File: config.mk
export PLATFORM = sky130hd
export DESIGN_NAME = display_edit_controller_flat
export DESIGN_NICKNAME = d
export VERILOG_FILES = /design/src/rtl/display_edit_controller_pkg.sv /design/src/rtl/display_edit_controller_if.sv /design/src/rtl/display_edit_controller_timeout.sv /design/src/rtl/display_edit_controller.sv /design/src/flat_wrapper.sv
export SDC_FILE = /design/constraint.sdc
export NUM_CORES = 1
export LEC_CHECK = 0
export BUFFER_PORTS_ARGS = -buffer_cell sky130_fd_sc_hd__buf_2
export CAP_MARGIN = 20
export CORE_MARGIN = 4
export CORE_UTILIZATION = 45
export CTS_BUF_LIST = sky130_fd_sc_hd__clkbuf_4 sky130_fd_sc_hd__clkbuf_8
export DETAILED_ROUTE_END_ITERATION = 12
export PLACE_DENSITY = 0.82
export SYNTH_ARGS = -nofsm -noshare
export SYNTH_HDL_FRONTEND = slang
export SYNTH_HIERARCHICAL = 1
export SYNTH_SLANG_ARGS = --single-unit
File: constraint.sdc
create_clock -name clk -period 2.2 [get_ports clk]
set_input_delay 0.11 -clock clk [delete_from_list [all_inputs] [get_ports clk]]
set_output_delay 0.11 -clock clk [all_outputs]
set_load 0.02 [all_outputs]
File: src/rtl/display_edit_controller_pkg.sv
// Shared view codes, field indices and button decoding for the display edit controller.
package calendar_ui_pkg;

    localparam logic [2:0] MODE_CLOCK = 3'd0;
    localparam logic [2:0] MODE_DATE  = 3'd1;
    localparam logic [2:0] MODE_DCAL  = 3'd2;

    localparam int NUM_FIELDS = 13;

    localparam logic [3:0] SEL_SEC           = 4'd0;
    localparam logic [3:0] SEL_MIN           = 4'd1;
    localparam logic [3:0] SEL_HOUR          = 4'd2;
    localparam logic [3:0] SEL_DAY           = 4'd3;
    localparam logic [3:0] SEL_MONTH         = 4'd4;
    localparam logic [3:0] SEL_YEAR_LO       = 4'd5;
    localparam logic [3:0] SEL_YEAR_HUN      = 4'd6;
    localparam logic [3:0] SEL_YEAR_HI       = 4'd7;
    localparam logic [3:0] SEL_DSET_DAY      = 4'd8;
    localparam logic [3:0] SEL_DSET_MONTH    = 4'd9;
    localparam logic [3:0] SEL_DSET_YEAR_LO  = 4'd10;
    localparam logic [3:0] SEL_DSET_YEAR_HUN = 4'd11;
    localparam logic [3:0] SEL_DSET_YEAR_HI  = 4'd12;

    localparam logic [3:0] FIRST_CLOCK = SEL_HOUR;
    localparam logic [3:0] LAST_CLOCK  = SEL_SEC;
    localparam logic [3:0] FIRST_DATE  = SEL_YEAR_HI;
    localparam logic [3:0] LAST_DATE   = SEL_DAY;
    localparam logic [3:0] FIRST_DCAL  = SEL_DSET_YEAR_HI;
    localparam logic [3:0] LAST_DCAL   = SEL_DSET_DAY;

    typedef enum logic [2:0] {
        ACT_NONE,
        ACT_SET,
        ACT_NEXT,
        ACT_UP,
        ACT_DOWN,
        ACT_MODE
    } btn_action_t;

    // Only the highest-priority button of a cycle survives.
    function automatic btn_action_t encode_buttons(
        input logic set,
        input logic next,
        input logic up,
        input logic down,
        input logic mode
    );
        if (set)       return ACT_SET;
        else if (next) return ACT_NEXT;
        else if (up)   return ACT_UP;
        else if (down) return ACT_DOWN;
        else if (mode) return ACT_MODE;
        else           return ACT_NONE;
    endfunction

    function automatic logic [2:0] next_mode(input logic [2:0] m);
        case (m)
            MODE_CLOCK: return MODE_DATE;
            MODE_DATE:  return MODE_DCAL;
            default:    return MODE_CLOCK;
        endcase
    endfunction

    function automatic logic [3:0] first_field(input logic [2:0] m);
        case (m)
            MODE_DATE: return FIRST_DATE;
            MODE_DCAL: return FIRST_DCAL;
            default:   return FIRST_CLOCK;
        endcase
    endfunction

    function automatic logic [3:0] last_field(input logic [2:0] m);
        case (m)
            MODE_DATE: return LAST_DATE;
            MODE_DCAL: return LAST_DCAL;
            default:   return LAST_CLOCK;
        endcase
    endfunction

    // Last fields of each view map to themselves; the caller exits edit there instead.
    function automatic logic [3:0] next_field(input logic [3:0] f);
        case (f)
            SEL_HOUR:          return SEL_MIN;
            SEL_MIN:           return SEL_SEC;
            SEL_YEAR_HI:       return SEL_YEAR_HUN;
            SEL_YEAR_HUN:      return SEL_YEAR_LO;
            SEL_YEAR_LO:       return SEL_MONTH;
            SEL_MONTH:         return SEL_DAY;
            SEL_DSET_YEAR_HI:  return SEL_DSET_YEAR_HUN;
            SEL_DSET_YEAR_HUN: return SEL_DSET_YEAR_LO;
            SEL_DSET_YEAR_LO:  return SEL_DSET_MONTH;
            SEL_DSET_MONTH:    return SEL_DSET_DAY;
            default:           return f;
        endcase
    endfunction

    function automatic logic [NUM_FIELDS-1:0] field_onehot(input logic [3:0] f);
        return {{(NUM_FIELDS-1){1'b0}}, 1'b1} << f;
    endfunction

endpackage

File: src/rtl/display_edit_controller_if.sv
// Button pulses in, view/edit control out, between the debouncers and the display/counter registers.
interface display_edit_if;

    logic        tick_1hz;
    logic        btn_mode;
    logic        btn_set;
    logic        btn_next;
    logic        btn_up;
    logic        btn_down;

    logic [2:0]  mode;
    logic        set_dday;
    logic [12:0] select;
    logic        edit_active;
    logic [3:0]  field_id;
    logic        inc;
    logic        dec;
    logic        commit;
    logic        abort;

    modport master (
        output tick_1hz, btn_mode, btn_set, btn_next, btn_up, btn_down,
        input  mode, set_dday, select, edit_active, field_id, inc, dec, commit, abort
    );

    modport slave (
        input  tick_1hz, btn_mode, btn_set, btn_next, btn_up, btn_down,
        output mode, set_dday, select, edit_active, field_id, inc, dec, commit, abort
    );

endinterface

File: src/rtl/display_edit_controller_timeout.sv
// Seconds-of-inactivity counter for edit mode; expire fires on the tick that reaches TIMEOUT_S.
module edit_timeout_counter #(
    parameter int TIMEOUT_S = 30
) (
    input  logic clk,
    input  logic rst_n,
    input  logic clear,
    input  logic tick,
    output logic expire
);

    localparam int CNT_W = (TIMEOUT_S > 1) ? $clog2(TIMEOUT_S) : 1;
    localparam logic [CNT_W-1:0] LAST = CNT_W'(TIMEOUT_S - 1);

    logic [CNT_W-1:0] count;

    // Holds at LAST rather than wrapping, so a missed exit can never restart the window.
    always_ff @(posedge clk or negedge rst_n) begin
        if (!rst_n) begin
            count <= '0;
        end else if (clear) begin
            count <= '0;
        end else if (tick && (count != LAST)) begin
            count <= count + 1'b1;
        end
    end

    assign expire = tick && !clear && (count == LAST);

endmodule

File: src/rtl/display_edit_controller.sv
// Turns debounced button pulses into view mode, field-edit navigation and inc/dec/commit/abort pulses.
module display_edit_controller
    import calendar_ui_pkg::*;
#(
    parameter int TIMEOUT_S = 30
) (
    input  logic          clk,
    input  logic          rst_n,
    display_edit_if.slave ui
);

    localparam logic [0:0] ST_VIEW = 1'b0;
    localparam logic [0:0] ST_EDIT = 1'b1;

    logic [0:0]            state, state_nxt;
    logic [2:0]            mode_q, mode_nxt;
    logic [3:0]            field_q, field_nxt;
    logic [NUM_FIELDS-1:0] select_q;
    logic                  set_dday_q, set_dday_nxt;
    logic                  inc_q, inc_nxt;
    logic                  dec_q, dec_nxt;
    logic                  commit_q, commit_nxt;
    logic                  abort_q, abort_nxt;
    logic                  exit_edit;
    logic                  tmo_clear;
    logic                  expire;
    btn_action_t           action;

    assign action = encode_buttons(ui.btn_set, ui.btn_next, ui.btn_up,
                                   ui.btn_down, ui.btn_mode);

    // Any accepted edit button restarts the inactivity window; btn_mode in edit does not.
    assign tmo_clear = (state != ST_EDIT) ||
                       (action == ACT_SET) || (action == ACT_NEXT) ||
                       (action == ACT_UP)  || (action == ACT_DOWN);

    edit_timeout_counter #(
        .TIMEOUT_S (TIMEOUT_S)
    ) u_timeout (
        .clk    (clk),
        .rst_n  (rst_n),
        .clear  (tmo_clear),
        .tick   (ui.tick_1hz),
        .expire (expire)
    );

    always_comb begin
        state_nxt    = state;
        mode_nxt     = mode_q;
        field_nxt    = field_q;
        set_dday_nxt = set_dday_q;
        inc_nxt      = 1'b0;
        dec_nxt      = 1'b0;
        commit_nxt   = 1'b0;
        abort_nxt    = 1'b0;
        exit_edit    = 1'b0;

        if (state == ST_VIEW) begin
            if (action == ACT_SET) begin
                state_nxt    = ST_EDIT;
                field_nxt    = first_field(mode_q);
                set_dday_nxt = (mode_q == MODE_DCAL);
            end else if (action == ACT_MODE) begin
                mode_nxt = next_mode(mode_q);
            end
        end else begin
            case (action)
                ACT_SET: begin
                    exit_edit  = 1'b1;
                    commit_nxt = 1'b1;
                end
                ACT_NEXT: begin
                    if (field_q == last_field(mode_q)) begin
                        exit_edit  = 1'b1;
                        commit_nxt = 1'b1;
                    end else begin
                        field_nxt = next_field(field_q);
                    end
                end
                ACT_UP:   inc_nxt = 1'b1;
                ACT_DOWN: dec_nxt = 1'b1;
                default: begin
                    if (expire) begin
                        exit_edit = 1'b1;
                        abort_nxt = 1'b1;
                    end
                end
            endcase
        end

        if (exit_edit) begin
            state_nxt    = ST_VIEW;
            field_nxt    = '0;
            set_dday_nxt = 1'b0;
        end
    end

    always_ff @(posedge clk or negedge rst_n) begin
        if (!rst_n) begin
            state      <= ST_VIEW;
            mode_q     <= MODE_CLOCK;
            field_q    <= '0;
            select_q   <= '0;
            set_dday_q <= 1'b0;
            inc_q      <= 1'b0;
            dec_q      <= 1'b0;
            commit_q   <= 1'b0;
            abort_q    <= 1'b0;
        end else begin
            state      <= state_nxt;
            mode_q     <= mode_nxt;
            field_q    <= field_nxt;
            select_q   <= (state_nxt == ST_EDIT) ? field_onehot(field_nxt) : '0;
            set_dday_q <= set_dday_nxt;
            inc_q      <= inc_nxt;
            dec_q      <= dec_nxt;
            commit_q   <= commit_nxt;
            abort_q    <= abort_nxt;
        end
    end

    assign ui.mode        = mode_q;
    assign ui.set_dday    = set_dday_q;
    assign ui.select      = select_q;
    assign ui.edit_active = (state == ST_EDIT);
    assign ui.field_id    = field_q;
    assign ui.inc         = inc_q;
    assign ui.dec         = dec_q;
    assign ui.commit      = commit_q;
    assign ui.abort       = abort_q;

endmodule

File: src/flat_wrapper.sv
// flat-port wrapper written by rule: the top's interface ports become plain ports
module display_edit_controller_flat import calendar_ui_pkg::*;
#(
    parameter int TIMEOUT_S = 30
)
  (clk, rst_n, ui_tick_1hz, ui_btn_mode, ui_btn_set, ui_btn_next, ui_btn_up, ui_btn_down, ui_mode, ui_set_dday, ui_select, ui_edit_active, ui_field_id, ui_inc, ui_dec, ui_commit, ui_abort);
  display_edit_if ui_i ();
  input  logic clk;
  input  logic rst_n;
  input wire logic [$bits(ui_i.tick_1hz)-1:0] ui_tick_1hz;
  input wire logic [$bits(ui_i.btn_mode)-1:0] ui_btn_mode;
  input wire logic [$bits(ui_i.btn_set)-1:0] ui_btn_set;
  input wire logic [$bits(ui_i.btn_next)-1:0] ui_btn_next;
  input wire logic [$bits(ui_i.btn_up)-1:0] ui_btn_up;
  input wire logic [$bits(ui_i.btn_down)-1:0] ui_btn_down;
  output wire logic [$bits(ui_i.mode)-1:0] ui_mode;
  output wire logic [$bits(ui_i.set_dday)-1:0] ui_set_dday;
  output wire logic [$bits(ui_i.select)-1:0] ui_select;
  output wire logic [$bits(ui_i.edit_active)-1:0] ui_edit_active;
  output wire logic [$bits(ui_i.field_id)-1:0] ui_field_id;
  output wire logic [$bits(ui_i.inc)-1:0] ui_inc;
  output wire logic [$bits(ui_i.dec)-1:0] ui_dec;
  output wire logic [$bits(ui_i.commit)-1:0] ui_commit;
  output wire logic [$bits(ui_i.abort)-1:0] ui_abort;
  assign ui_i.tick_1hz = ui_tick_1hz;
  assign ui_i.btn_mode = ui_btn_mode;
  assign ui_i.btn_set = ui_btn_set;
  assign ui_i.btn_next = ui_btn_next;
  assign ui_i.btn_up = ui_btn_up;
  assign ui_i.btn_down = ui_btn_down;
  assign ui_mode = ui_i.mode;
  assign ui_set_dday = ui_i.set_dday;
  assign ui_select = ui_i.select;
  assign ui_edit_active = ui_i.edit_active;
  assign ui_field_id = ui_i.field_id;
  assign ui_inc = ui_i.inc;
  assign ui_dec = ui_i.dec;
  assign ui_commit = ui_i.commit;
  assign ui_abort = ui_i.abort;
  display_edit_controller #(.TIMEOUT_S(TIMEOUT_S)) u_core (.clk(clk), .rst_n(rst_n), .ui(ui_i));
endmodule
* Yosys cells after proc, flatten, opt, wreduce, memory -nomap -nowiden
Cells that the tools add are included.
Operators by class: $add $sub $neg 1, eq/ne operators 21, shift-type cells 1, multiplexer cells 37, bitwise operators 2, reductions and logical operators 15
Operators with widths (number):
- $pmux W4 S10 | 1
- $mux W4 | 7
- $eq A4 B3 Y1 const B | 4
- $eq A4 B4 Y1 const B | 4
- $mux W1 | 16
- $pmux W4 S2 | 2
- $mux W3 | 5
- $mux W13 | 1
- $shl A1 B4 Y13 const A | 1
- $mux W5 | 2
- $eq A3 B2 Y1 const B | 3
- $eq A3 B1 Y1 const B | 2
- $eq A3 B3 Y1 const B | 2
- $add A5 B1 Y5 const B | 1
- $eq A5 B5 Y1 const B | 1
- $ne A5 B5 Y1 const B | 1
- $eq A4 B1 Y1 const B | 1
- $eq A4 B2 Y1 const B | 1
- $eq A4 B4 Y1 | 1
- $logic_or A1 B1 Y1 | 4
- $pmux W2 S2 | 1
- $reduce_bool A2 Y1 | 2
- $reduce_or A4 Y1 | 1
- $logic_and A1 B1 Y1 | 3
- other kinds (9) | 10
Word-level totals: register bits after elaboration 31, logic and storage cells 87

* Longest topological paths before layout
depth after elaboration 19, mapped depth 10

* Cells and area by module
Netlist, hierarchy kept.
Modules (own cells, without submodules):
- display_edit_controller | instances 1, cells each 114, area each 1282.5 um^2, sequential area each 625.6 um^2
- edit_timeout_counter | instances 1, cells each 31, area each 287.8 um^2, sequential area each 125.1 um^2

* Worst setup path after synthesis
Ideal clock, no wire load.
path kind register -> register, from reg u_core.state (netlist: u_core/ui.edit_active), to reg u_core.select_q[3] (netlist: u_core/ui.select[3]), setup time 95 ps, data arrival time 2291 ps, required time 2105 ps, setup slack -186 ps, cell stages (with the launch flop) 10, buffers on the path 0, cell sequence dfrtp_1 > nor2b_1 > nand2_1 > inv_1 > and3_2 > nor4b_1 > nand2b_1 > o32a_1 > or3_4 > nor4b_2
Between the ends: longest elaborated chain between the ends 14, elaborated cells between the ends (all ways) 17, those cells by class 1 x shift; 8 x mux; 1 x bitwise; 7 x reduce/logical
Ends and longest elaborated chain:
- from (decl) | RTL line display_edit_controller.sv:15 | logic [0:0] state, state_nxt;
- from (signal assigned) | RTL line display_edit_controller.sv:110 | state <= state_nxt;
- $not A1 Y1 (*)
- $logic_or A1 B1 Y1 (*) | RTL line display_edit_controller.sv:33 | assign tmo_clear = (state != ST_EDIT) ||
- $logic_or A1 B1 Y1 (*) (2 in a row) | RTL line display_edit_controller.sv:34 | (action == ACT_SET) || (action == ACT_NEXT) ||
- $logic_or A1 B1 Y1 (*) | RTL line display_edit_controller.sv:35 | (action == ACT_UP) || (action == ACT_DOWN);
- named net u_core.tmo_clear | RTL line display_edit_controller.sv:25 | logic tmo_clear;
- $logic_not A1 Y1 (*) | RTL line display_edit_controller_timeout.sv:28 | assign expire = tick && !clear && (count == LAST);
- $logic_and A1 B1 Y1 (*) (2 in a row) | RTL line display_edit_controller_timeout.sv:28
- named net u_core.expire | RTL line display_edit_controller.sv:26 | logic expire;
- $mux W1 (*) | RTL line display_edit_controller.sv:83 | if (expire) begin
- $pmux W1 S3 (*) | RTL line display_edit_controller.sv:67 | case (action)
- $mux W1 (*) | RTL line display_edit_controller.sv:58 | if (state == ST_VIEW) begin
- $mux W4 | RTL line display_edit_controller.sv:91 | if (exit_edit) begin
- $shl A1 B4 Y13 | RTL line display_edit_controller_pkg.sv:98 | return {{(NUM_FIELDS-1){1'b0}}, 1'b1} << f;
- $mux W13 (*) | RTL line display_edit_controller.sv:113 | select_q <= (state_nxt == ST_EDIT) ? field_onehot(field_nxt) : '0;
- to (signal assigned) | RTL line display_edit_controller.sv:113
- to (decl) | RTL line display_edit_controller.sv:18 | logic [NUM_FIELDS-1:0] select_q;
The timed path passes the listed nets; every way through them passes the cells marked *. A chain may end at the register's enable or synchronous reset.

* Worst setup path after layout
from reg u_core.mode_q[0] (netlist: u_core/ui.mode[0]), to reg u_core.select_q[1] (netlist: u_core/ui.select[1])
Between the ends: longest elaborated chain between the ends 11, elaborated cells between the ends (all ways) 18, those cells by class 3 x eq/ne; 1 x shift; 14 x mux
Ends and longest elaborated chain:
- from (decl) | RTL line display_edit_controller.sv:16 | logic [2:0] mode_q, mode_nxt;
- from (signal assigned) | RTL line display_edit_controller.sv:111 | mode_q <= mode_nxt;
- $eq A3 B2 Y1 or $eq A3 B1 Y1 (tied branches) | RTL line display_edit_controller_pkg.sv:65, display_edit_controller_pkg.sv:73
- $pmux W4 S2 | RTL line display_edit_controller_pkg.sv:73 | case (m)
- $mux W4 | RTL line display_edit_controller.sv:67
- $mux W4 | RTL line display_edit_controller.sv:58
- $eq A4 B4 Y1 | RTL line display_edit_controller.sv:73 | if (field_q == last_field(mode_q)) begin
- $mux W1 or $mux W4 (tied branches) | RTL line display_edit_controller.sv:73
- $pmux W1 S3 or $mux W4 (tied branches) | RTL line display_edit_controller.sv:67
- $mux W1 or $mux W4 (tied branches) | RTL line display_edit_controller.sv:58
- $mux W4 | RTL line display_edit_controller.sv:91
- $shl A1 B4 Y13 | RTL line display_edit_controller_pkg.sv:98
- $mux W13 (*) | RTL line display_edit_controller.sv:113
Mark *: on every way between the ends. The rest lies on a longest branch, timed or not. The select of a mux whose other input is x is not followed.

==> run metrics <==
outcome=finished with violations; violated checks=negative setup slack; first-pass GRT wire length=6.672 mm; Row Count=21; critical-path cell list=ha_4, or3_4, a211o_1, a221o_1, and2_4, nor4b_4; ranking of synthesized cells by area=dfrtp_1 (48%), ha_1 (4.0%), nor3_1 (2.5%); # Max-Cap Violations=0; Clock Latency Late Sink=330 ps; die height=67.07 um; dominant delay contributor by cell family on the critical path=simple AND/OR/NAND/NOR gates; CTS max path bufs=2; Post-Syn Nets=158; final worst path period share=105.0%; sequential cell fraction of total power=28.7%; # diodes=0; highest-delay cell along the critical path=dfrtp_2; first-pass iteration count of the detailed router=4; Initial DRC Count=89; setup tns final=-759.0 ps; vias per inst=5.527; CTS root buf=clkbuf_4; CTS Sinks=30; worst r2r src=u_core/ui.mode[0]$_DFFE_PN0P_; fin. max-slew vios=0; Final Critical Period=2310 ps; GRT Residual Overflow=0; clock skew=6.777 ps; register area share after synthesis=47.81%; buffers added on ports=32; synthesized flop and latch total=30; Psw=1006 uW; CORE AREA=0.003363 mm2; DRC viols=0; RSZ-0062 raised after global routing=true; Tot GR Track Use=20.26%; top_reg_cell synth=dfrtp_1; Fin. Hold Viols=0; Cells after Synth=145; Final ANT Viol Nets=0; post-synthesis cell type count=52; Tot Pwr=2567 uW; drt total wl=4.229 mm; Syn-to-layout area delta=48.76%; maximum vdd drop=0.7474 mV; HP Class=input pin to flip-flop; Worst EP arrival=2550 ps; Least-Margin Pin Slew=762.5 ps; Core Util, Final=69.46%; Hold Path Origin=ui_btn_down; Starting Density=46.69%; Post-synth EDFFs=0; fraction of layout cells with a size suffix above 1=53.24%; initial antenna violation count=0; ys async rst share=100.0%; Worst-path clk slew=100 ps; post-synth top area share=47.81%; Max-slew headroom=49.17%; FMAX=433.0 MHz; worst path buffer plus inverter count=0; Setup-failing EPs final=12; critical path startpoint=u_core/ui.mode[0]$_DFFE_PN0P_; Gate power share=48.6%; Finished Layout Cells=262; pin count of the biggest net entering global routing=31; hpwl dp=2.844 mm; Crit. End Element=flip-flop; DR vias=1448; IO Pins=34; Leakage Power=0.001078 uW; Clk pwr share=22.6%; area leader, netlist=dfrtp_1; average wire per standard cell=16.14 um; Placed Cells incl. Taps=241; CP required=2440 ps; Synth Warn #=6; Critical Path Source Type=flip-flop; Synth Cell Area=0.001570 mm2; Avg Cell Area, Syn=10.83 um2; Setup CP Type=flip-flop to flip-flop; routability congestion estimate=0.8811; delay of the slowest critical-path stage=460 ps; Die ar.=0.004498 mm2; pwr dens=1099 mW/mm2; P_int=1561 uW; H-tree depth=2; most frequent cells in the layout=buf_2 (32), buf_4 (32), dfrtp_1 (27); DIE WIDTH=67.07 um; setup ws final=-109.6 ps; crit path max fanout=5; number of global-route vias before repair=1398; switch share=39.18%; cts bufs inserted=5; # nets final=228; CTS tree=done
[stage by stage]
step | hold WS, ps | cell area (um2) | setup WS (ps)
after floorplan | -185.6 | 1638 | -65.11
after global placement | 157.8 | 2002 | -72.29
after detailed placement | 175.2 | 2002 | -182.4
after CTS | 9.103 | 2246 | -70.67
after global routing | 3.722 | 2336 | -190.0
final | 22.79 | 2336 | -109.6
[registers in the layout, indices dropped and copies added, names as in the netlist]
name and count:
u_core/ui.dec 1, u_core/ui.mode 2, u_core/ui.inc 1, u_core/ui.abort 1, u_core/ui.commit 1, u_core/u_timeout/count 5
u_core/ui.edit_active 1, u_core/ui.select 13, u_core/ui.set_dday 1, u_core/ui.field_id 4
[metal layers]
metal  vias up  track usage, %  share of wire [%]
li1        682               -                  -
met1       708           23.86                 41
met2        47           33.62                 52
met3        11           4.553                5.0
met4         0           11.39                2.0
met5         -               0                  0
[final cells by class]
cell class              instances  area [um2]
multi-input cells             102       927.1
inverters                       7       31.28
well taps                      46       57.56
clock inverters                 2       60.06
fillers                       251        1027
clock buffers                   6       51.30
flip-flops and latches         30       754.5
repair buffers                 69       454.2
[cell families after synthesis]
group | after synthesis | share of synthesized area, %
XOR/XNOR | 1 | 1.036
flip-flops | 30 | 47.81
other | 1 | 0.2388
multiplexers | 2 | 1.434
AND/OR/NAND/NOR | 63 | 26.30
buffers and inverters | 13 | 3.824
AO/OA/AOI/OAI | 30 | 15.38
adder cells (fa/ha/maj) | 5 | 3.984
[repair_timing]
| item | CTS | global route |
|---|---|---|
| hold buffers | 2 | 0 |
| hold endpoints to repair | 31 | 0 |
| setup endpoints to repair | 12 | 16 |
| resized for setup | 10 | 12 |
| setup buffers | 6 | 5 |
| pin swaps | 14 | 12 |
[worst reg2reg max path: stages (launching register included)]
cell     delay (ps)
dfrtp_2         460
ha_4            170
or3_4           410
a211o_1         280
a221o_1         420
and2_4          210
nor4b_4         260
[power groups by stage]
stage	registers [uW]	clock network [uW]	logic, uW
6_report	738	581	1250
2_1_floorplan	833	0	577
3_3_place_gp	734	0	989
5_1_grt	754	617	1330
4_1_cts	734	594	1140
3_5_place_dp	746	0	1020
[cells in the mapped netlist, types with 3 or more instances]
cell      count
ha_1          5
a211oi_1      4
a21oi_1       5
o21ai_0       5
nand2_1      10
nor3_1        8
inv_1         6
nand2b_1      4
clkbuf_1      4
nor2b_1       3
nand3_1       5
dfrtp_1      30
nor2_1        7
nor4_2        3
[worst paths after layout]
kind / endpoint / slack [ps] / depth (start not counted)
worst max-delay path: u_core/ui.select[1]$_DFF_PN0_ / -110 / 6
worst min-delay path: u_core/ui.dec$_DFF_PN0_ / 20 / 3
worst max register to register: u_core/ui.select[1]$_DFF_PN0_ / -110 / 6
worst min register to register: u_core/u_timeout/count[4]$_DFFE_PN0P_ / 520 / 1
max in group asynchronous: u_core/ui.mode[1]$_DFFE_PN0P_ / 1390 / 2
min in group asynchronous: u_core/ui.select[11]$_DFF_PN0_ / 350 / 2
No activity file was read; power rests on OpenSTA's default activity.
